### src/rtl/serial_add_ctrl.sv
// serial_add_ctrl: bit-serial adder with a small control FSM.
//
// A request on start (taken only while ready=1) captures both operands. The
// block then adds them LSB first, one bit per clock, through a single
// full-adder slice built from two half adders. The sum and carry-out are
// registered, and done pulses once for each completed addition.
//
// Ports
//   clk    in   rising-edge clock
//   rst_n  in   synchronous active-low reset
//   start  in   request a new addition (sampled only in IDLE)
//   a, b   in   WIDTH-bit operands, captured on the accepted start edge
//   ready  out  high only in IDLE
//   busy   out  high only in ADD
//   done   out  one-cycle pulse when sum/cout have just been updated
//   sum    out  registered low WIDTH bits of a+b
//   cout   out  registered carry-out of a+b
module serial_add_ctrl #(
    parameter int unsigned WIDTH = 8
) (
    input  logic             clk,
    input  logic             rst_n,
    input  logic             start,
    input  logic [WIDTH-1:0] a,
    input  logic [WIDTH-1:0] b,
    output logic             ready,
    output logic             busy,
    output logic             done,
    output logic [WIDTH-1:0] sum,
    output logic             cout
);

    // Counter has one spare bit so it can represent WIDTH itself.
    localparam int unsigned CW = $clog2(WIDTH) + 1;

    typedef enum logic [1:0] {
        IDLE = 2'd0,
        ADD  = 2'd1,
        DONE = 2'd2
    } state_t;

    state_t           state;
    logic [WIDTH-1:0] opa;
    logic [WIDTH-1:0] opb;
    logic [WIDTH-1:0] acc;
    logic             carry;
    logic [CW-1:0]    cnt;

    logic s1_c;
    logic c1_c;
    logic s_c;
    logic c2_c;
    logic cy_next_c;

    // Full-adder slice: two half-adder stages on the current operand LSBs.
    assign s1_c      = opa[0] ^ opb[0];
    assign c1_c      = opa[0] & opb[0];
    assign s_c       = s1_c ^ carry;
    assign c2_c      = s1_c & carry;
    assign cy_next_c = c1_c | c2_c;

    // Control FSM together with the serial datapath.
    always_ff @(posedge clk) begin
        if (!rst_n) begin
            state <= IDLE;
            opa   <= '0;
            opb   <= '0;
            acc   <= '0;
            carry <= 1'b0;
            cnt   <= '0;
            sum   <= '0;
            cout  <= 1'b0;
            ready <= 1'b1;
            busy  <= 1'b0;
            done  <= 1'b0;
        end else begin
            case (state)
                IDLE: begin
                    if (start) begin
                        opa   <= a;
                        opb   <= b;
                        acc   <= '0;
                        carry <= 1'b0;
                        cnt   <= '0;
                        state <= ADD;
                        ready <= 1'b0;
                        busy  <= 1'b1;
                    end
                end

                ADD: begin
                    // Result bits enter at the MSB; after WIDTH shifts bit 0 sits at the LSB.
                    acc   <= {s_c, acc[WIDTH-1:1]};
                    carry <= cy_next_c;
                    opa   <= {1'b0, opa[WIDTH-1:1]};
                    opb   <= {1'b0, opb[WIDTH-1:1]};
                    cnt   <= cnt + CW'(1);
                    if (cnt == CW'(WIDTH - 1)) begin
                        sum   <= {s_c, acc[WIDTH-1:1]};
                        cout  <= cy_next_c;
                        state <= DONE;
                        busy  <= 1'b0;
                        done  <= 1'b1;
                    end
                end

                DONE: begin
                    // Always return to IDLE; a start seen here is dropped.
                    state <= IDLE;
                    done  <= 1'b0;
                    ready <= 1'b1;
                end

                default: begin
                    state <= IDLE;
                    ready <= 1'b1;
                    busy  <= 1'b0;
                    done  <= 1'b0;
                end
            endcase
        end
    end

endmodule

### config.mk
export PLATFORM = sky130hd
export DESIGN_NAME = serial_add_ctrl
export DESIGN_NICKNAME = d
export VERILOG_FILES = /design/src/rtl/serial_add_ctrl.sv
export SDC_FILE = /design/constraint.sdc
export NUM_CORES = 1
export LEC_CHECK = 0
export CAP_MARGIN = 15
export CORE_AREA = 4 4 79 89
export CTS_CLUSTER_SIZE = 24
export DETAILED_ROUTE_END_ITERATION = 6
export DIE_AREA = 0 0 83 93
export MAX_ROUTING_LAYER = met4
export PLACE_DENSITY = 0.45
export SLEW_MARGIN = 0
export SYNTH_ARGS = -nofsm -noshare
export SYNTH_HDL_FRONTEND = slang
export SYNTH_SLANG_ARGS = --single-unit
export TNS_END_PERCENT = 30
### constraint.sdc
create_clock -name clk -period 1.85 [get_ports clk]
set_input_delay 0.2775 -clock clk [delete_from_list [all_inputs] [get_ports clk]]
set_output_delay 0.2775 -clock clk [all_outputs]
set_load 0.05 [all_outputs]
# Yosys cells after proc, flatten, opt, wreduce, memory -nomap -nowiden
# Cells that the tools add are included.
# Widths: inputs -> output; s select.
# classes
eq_ne	5
n_addsub	1
reduce_logical	8
mux	19
bitwise	8
# op_table
op	n
$pmux 8 s2	3
$mux 8	3
$reduce_and 2->1	5
$pmux 4 s2	1
$pmux 1 s2	3
$add 4x1->4 const B	1
$eq 4x3->1 const B	1
$mux 1	4
$mux 2	2
$mux 4	1
$ne 2x2->1 const B	2
$pmux 2 s2	1
$not 1->1	3
$pmux 1 s3	1
$reduce_and 3->1	1
$and 1x1->1	2
$eq 2x1->1 const B	1
$eq 2x2->1 const B	1
$logic_not 2->1	1
$reduce_bool 2->1	1
$xor 1x1->1	2
$or 1x1->1	1
# word_totals
output_inout_bits	12
elab_cells	52
register_bits	43
input_bits	19

# Logic depth before layout (Yosys ltp)
# logic_depth
word_depth	4
mapped_depth	6

# Worst setup path after synthesis
# OpenSTA, ideal clock, no wires.
# synth_timing
path_kind	reg-to-reg
startpoint	reg state[1]
endpoint	reg opa[1]
path_buffers	2
synth_period_minus_slack_ps	1277
arrival_ps	1145
slack_ps	573
path_stages_with_launch	6
cell_sequence	dfxtp_1 buf_6 clkbuf_2 or3b_2 o21ai_0 a21oi_1
# synth_via
elab_chain_len	3
# synth_rtl
element	line_no	rtl
start, declared	42	state_t state;
start signal, assigned	65	state <= IDLE;
start signal, assigned	85	state <= ADD;
start signal, assigned	101	state <= DONE;
$eq 2x1->1 or $logic_not 2->1 (tied branches)	77	case (state)
$reduce_bool 2->1 (no source line) or $ne 2x2->1 (tied branches)	--	
$reduce_and 2->1 (no source line)	--	
end signal, assigned	95	opa <= {1'b0, opa[WIDTH-1:1]};
end, declared	43	logic [WIDTH-1:0] opa;
# Parallel ways exist; a longest one is shown, timed or not.
# A chain may end at the register's enable or synchronous reset.

# Final worst setup path
# layout_timing
startpoint	reg sum[5]
endpoint	out sum[5]
# layout_rtl
element	line_no	rtl
start, declared	29	output logic [WIDTH-1:0] sum,
start signal, assigned	99	sum <= {s_c, acc[WIDTH-1:1]};
# No word-level cell between the ends.

==> metrics.txt <==
Die Y=93 µm; critical path endpoint category=output port; CTS tree=yes; antenna violations before repair=0; largest net degree at the start of global routing=32; Post-Syn Area=1800 µm²; Max stage delay on crit path=0.81 ns; Ys Warns=0; layout net count=246; Starting Density=29.6%; Final Non-Filler Cells=305; Syn-to-layout area delta=28.8%; Crit path max-delay family=buffers and inverters; Placer Congestion=0.716; most frequent cells in the layout=dfxtp_1, clkdlybuf4s50_1, nand2_1; DRT Pass-1 Iters=4; Post-Syn Instances=193; Clock transition at path regs=0.07 ns; critical path type=flip-flop to output port; vias in the first global route=1,559; postcts setup bufs=0; Finished Cell Area=2320 µm²; Pwr Total=1.93 mW; Longest Clk Path Bufs=2; Placed Instances=298; Hold-fix buffers, CTS=0; Synth area leader=dfxtp_1; clock sink total=42; first-pass GRT wire length=7600 µm; required time worst endpoint=1.57 ns; Max Freq=0.587 GHz; Critical Path AT=1.43 ns; final worst-path cycle share=92.1%; fin. max-slew vios=0; Fin Hold WS=0.461 ns; core area=6080 µm²; routed len/inst=14.5 µm; Final ANT Viol Nets=0; crit path max fanout=2; CTS Buf Count=5; relative slew slack=65.7%; Initial DRC Count=95; Overall Global Routing Usage=12.6%; WL final=4430 µm; net count after synthesis=214; main area contributors after synthesis=dfxtp_1, o221ai_1, mux2i_1, a21oi_1, nand2_1; I/O pin count=31; drc violations=0; # fillers=641; Tightest Hold Check Type=flip-flop to flip-flop; via count=1,571; fin crit period=1.70 ns; total overflow reported by the global router=0; Die Width=83 µm; htree depth=2; commonest non-fill, non-tap cell in the layout=dfxtp_1; slowest CP cell=clkdlybuf4s50_1; status=complete, no violations; Port Buffers=30; Synth top area share=46.7%; CTS Root Cell=clkbuf_8; register area share after synthesis=46.7%; final hold vios=0; worst-case vdd ir drop=0.359 mV; ant diodes=0; detailed placement HPWL=2950 µm; setup TNS=0 ns; FF+latch count, synth=42; Max Cap Viol=0; post-synthesis average cell area=9.33 µm²; share of cells above drive strength 1=13.8%; synth unique cells=34; CP cell instances=clkdlybuf4s50_1; Pwr Density=834 nW/µm²; placed inst area=2210 µm²; Final setup violation count=0; unrepaired setup endpoints after global routing=false; CP Launch Type=flip-flop; Crit path buffers/inverters=1; Worst Max-Slew Pin Slew=0.513 ns; row count=30; Clock Skews=0.00807 ns; Post-CTS Resized=0; overall die area=7720 µm²; Leak=0.822 nW; worst-skew pair later-pin latency=0.29 ns; vias per cell=5.15
[layout make-up]
class                      instances  area [µm²]  share of cell area [%]
clock inverter                     1        30.0                    1.29
tap                               80         100                    4.32
clock buffer                       6        82.6                    3.56
multi-input combinational        132         866                    37.3
sequential                        42         841                    36.2
timing repair buffer              40         385                    16.6
inverter                           4        15.0                   0.647
[kinds of logic (layout without fill, tap and decap cells)]
logic type | after synthesis | in the layout | synth area share [%]
simple gates | 56 | 56 | 16.7
fa+ha+maj | 2 | 2 | 1.81
compound gates | 64 | 64 | 24.0
mux | 10 | 10 | 5.56
buf+inv | 19 | 51 | 5.21
flops | 42 | 42 | 46.7
[registers in the layout (all words and copies together) (netlist names), 2 cells and up]
signal and count:
cnt 4, sum 8, state 2, opa 8, acc 7, opb 8
[path summary, 6_finish.rpt]
check	start	endpoint	slack [ns]	cells past startpoint
worst min register to register	sum[3]	sum[3]	0.46	2
worst max-delay path	sum[5]	sum[5]	0.15	1
worst max register to register	cnt[0]	sum[0]	0.36	4
worst min-delay path	sum[3]	sum[3]	0.46	2
[Yosys cell counts]
cell type   n
o21bai_1    1
nor3b_1     1
a22o_1      2
nor2_4      1
nor3_1      1
ha_1        1
o21a_1      1
o22ai_1     5
or3b_1      3
a32o_1      2
o221ai_1   14
nand2b_4    1
mux2i_1    10
buf_2       5
nor2_1     11
nand3_1     4
a31oi_1     1
nor2b_1     4
a21oi_1    16
a22oi_1     9
buf_6       2
inv_1       2
o21ai_0    12
o2111a_1    1
or3b_2      6
clkbuf_2    1
nand2_1    21
nand3b_1    1
clkbuf_1    7
or3_1       1
nand2b_1    1
fa_1        1
clkinv_1    2
dfxtp_1    42
[where the power goes]
part	internal (mW)	total, mW	leakage, nW	switching (mW)
Clock	0.432	0.733	0.0573	0.301
Combinational	0.112	0.223	0.421	0.111
Sequential	0.943	0.978	0.344	0.0350
[per-stage QoR]
step | utilization [%] | setup slack (ns)
floorplan | - | 0.573
CTS | 38.1 | 0.119
global route | 38.1 | 0.0802
detailed placement | 36.3 | 0.122
finish | 38.1 | 0.147
global placement | 36.3 | 0.172
[metal layers]
metal	share of wire, %	track usage [%]	routed length [µm]	up-vias
li1	-	-	-	776
met1	47	14.6	2070	755
met2	47	20.7	2070	36
met3	4.9	3.08	219	4
met4	1.3	5.72	59	0
met5	0	-	0	-
[tightest hold or removal path: stages (launching register included)]
cell and delay (ns):
dfxtp_1 0.31, nand2_1 0.05, mux2i_1 0.05
No activity file was read; power rests on OpenSTA's default activity.
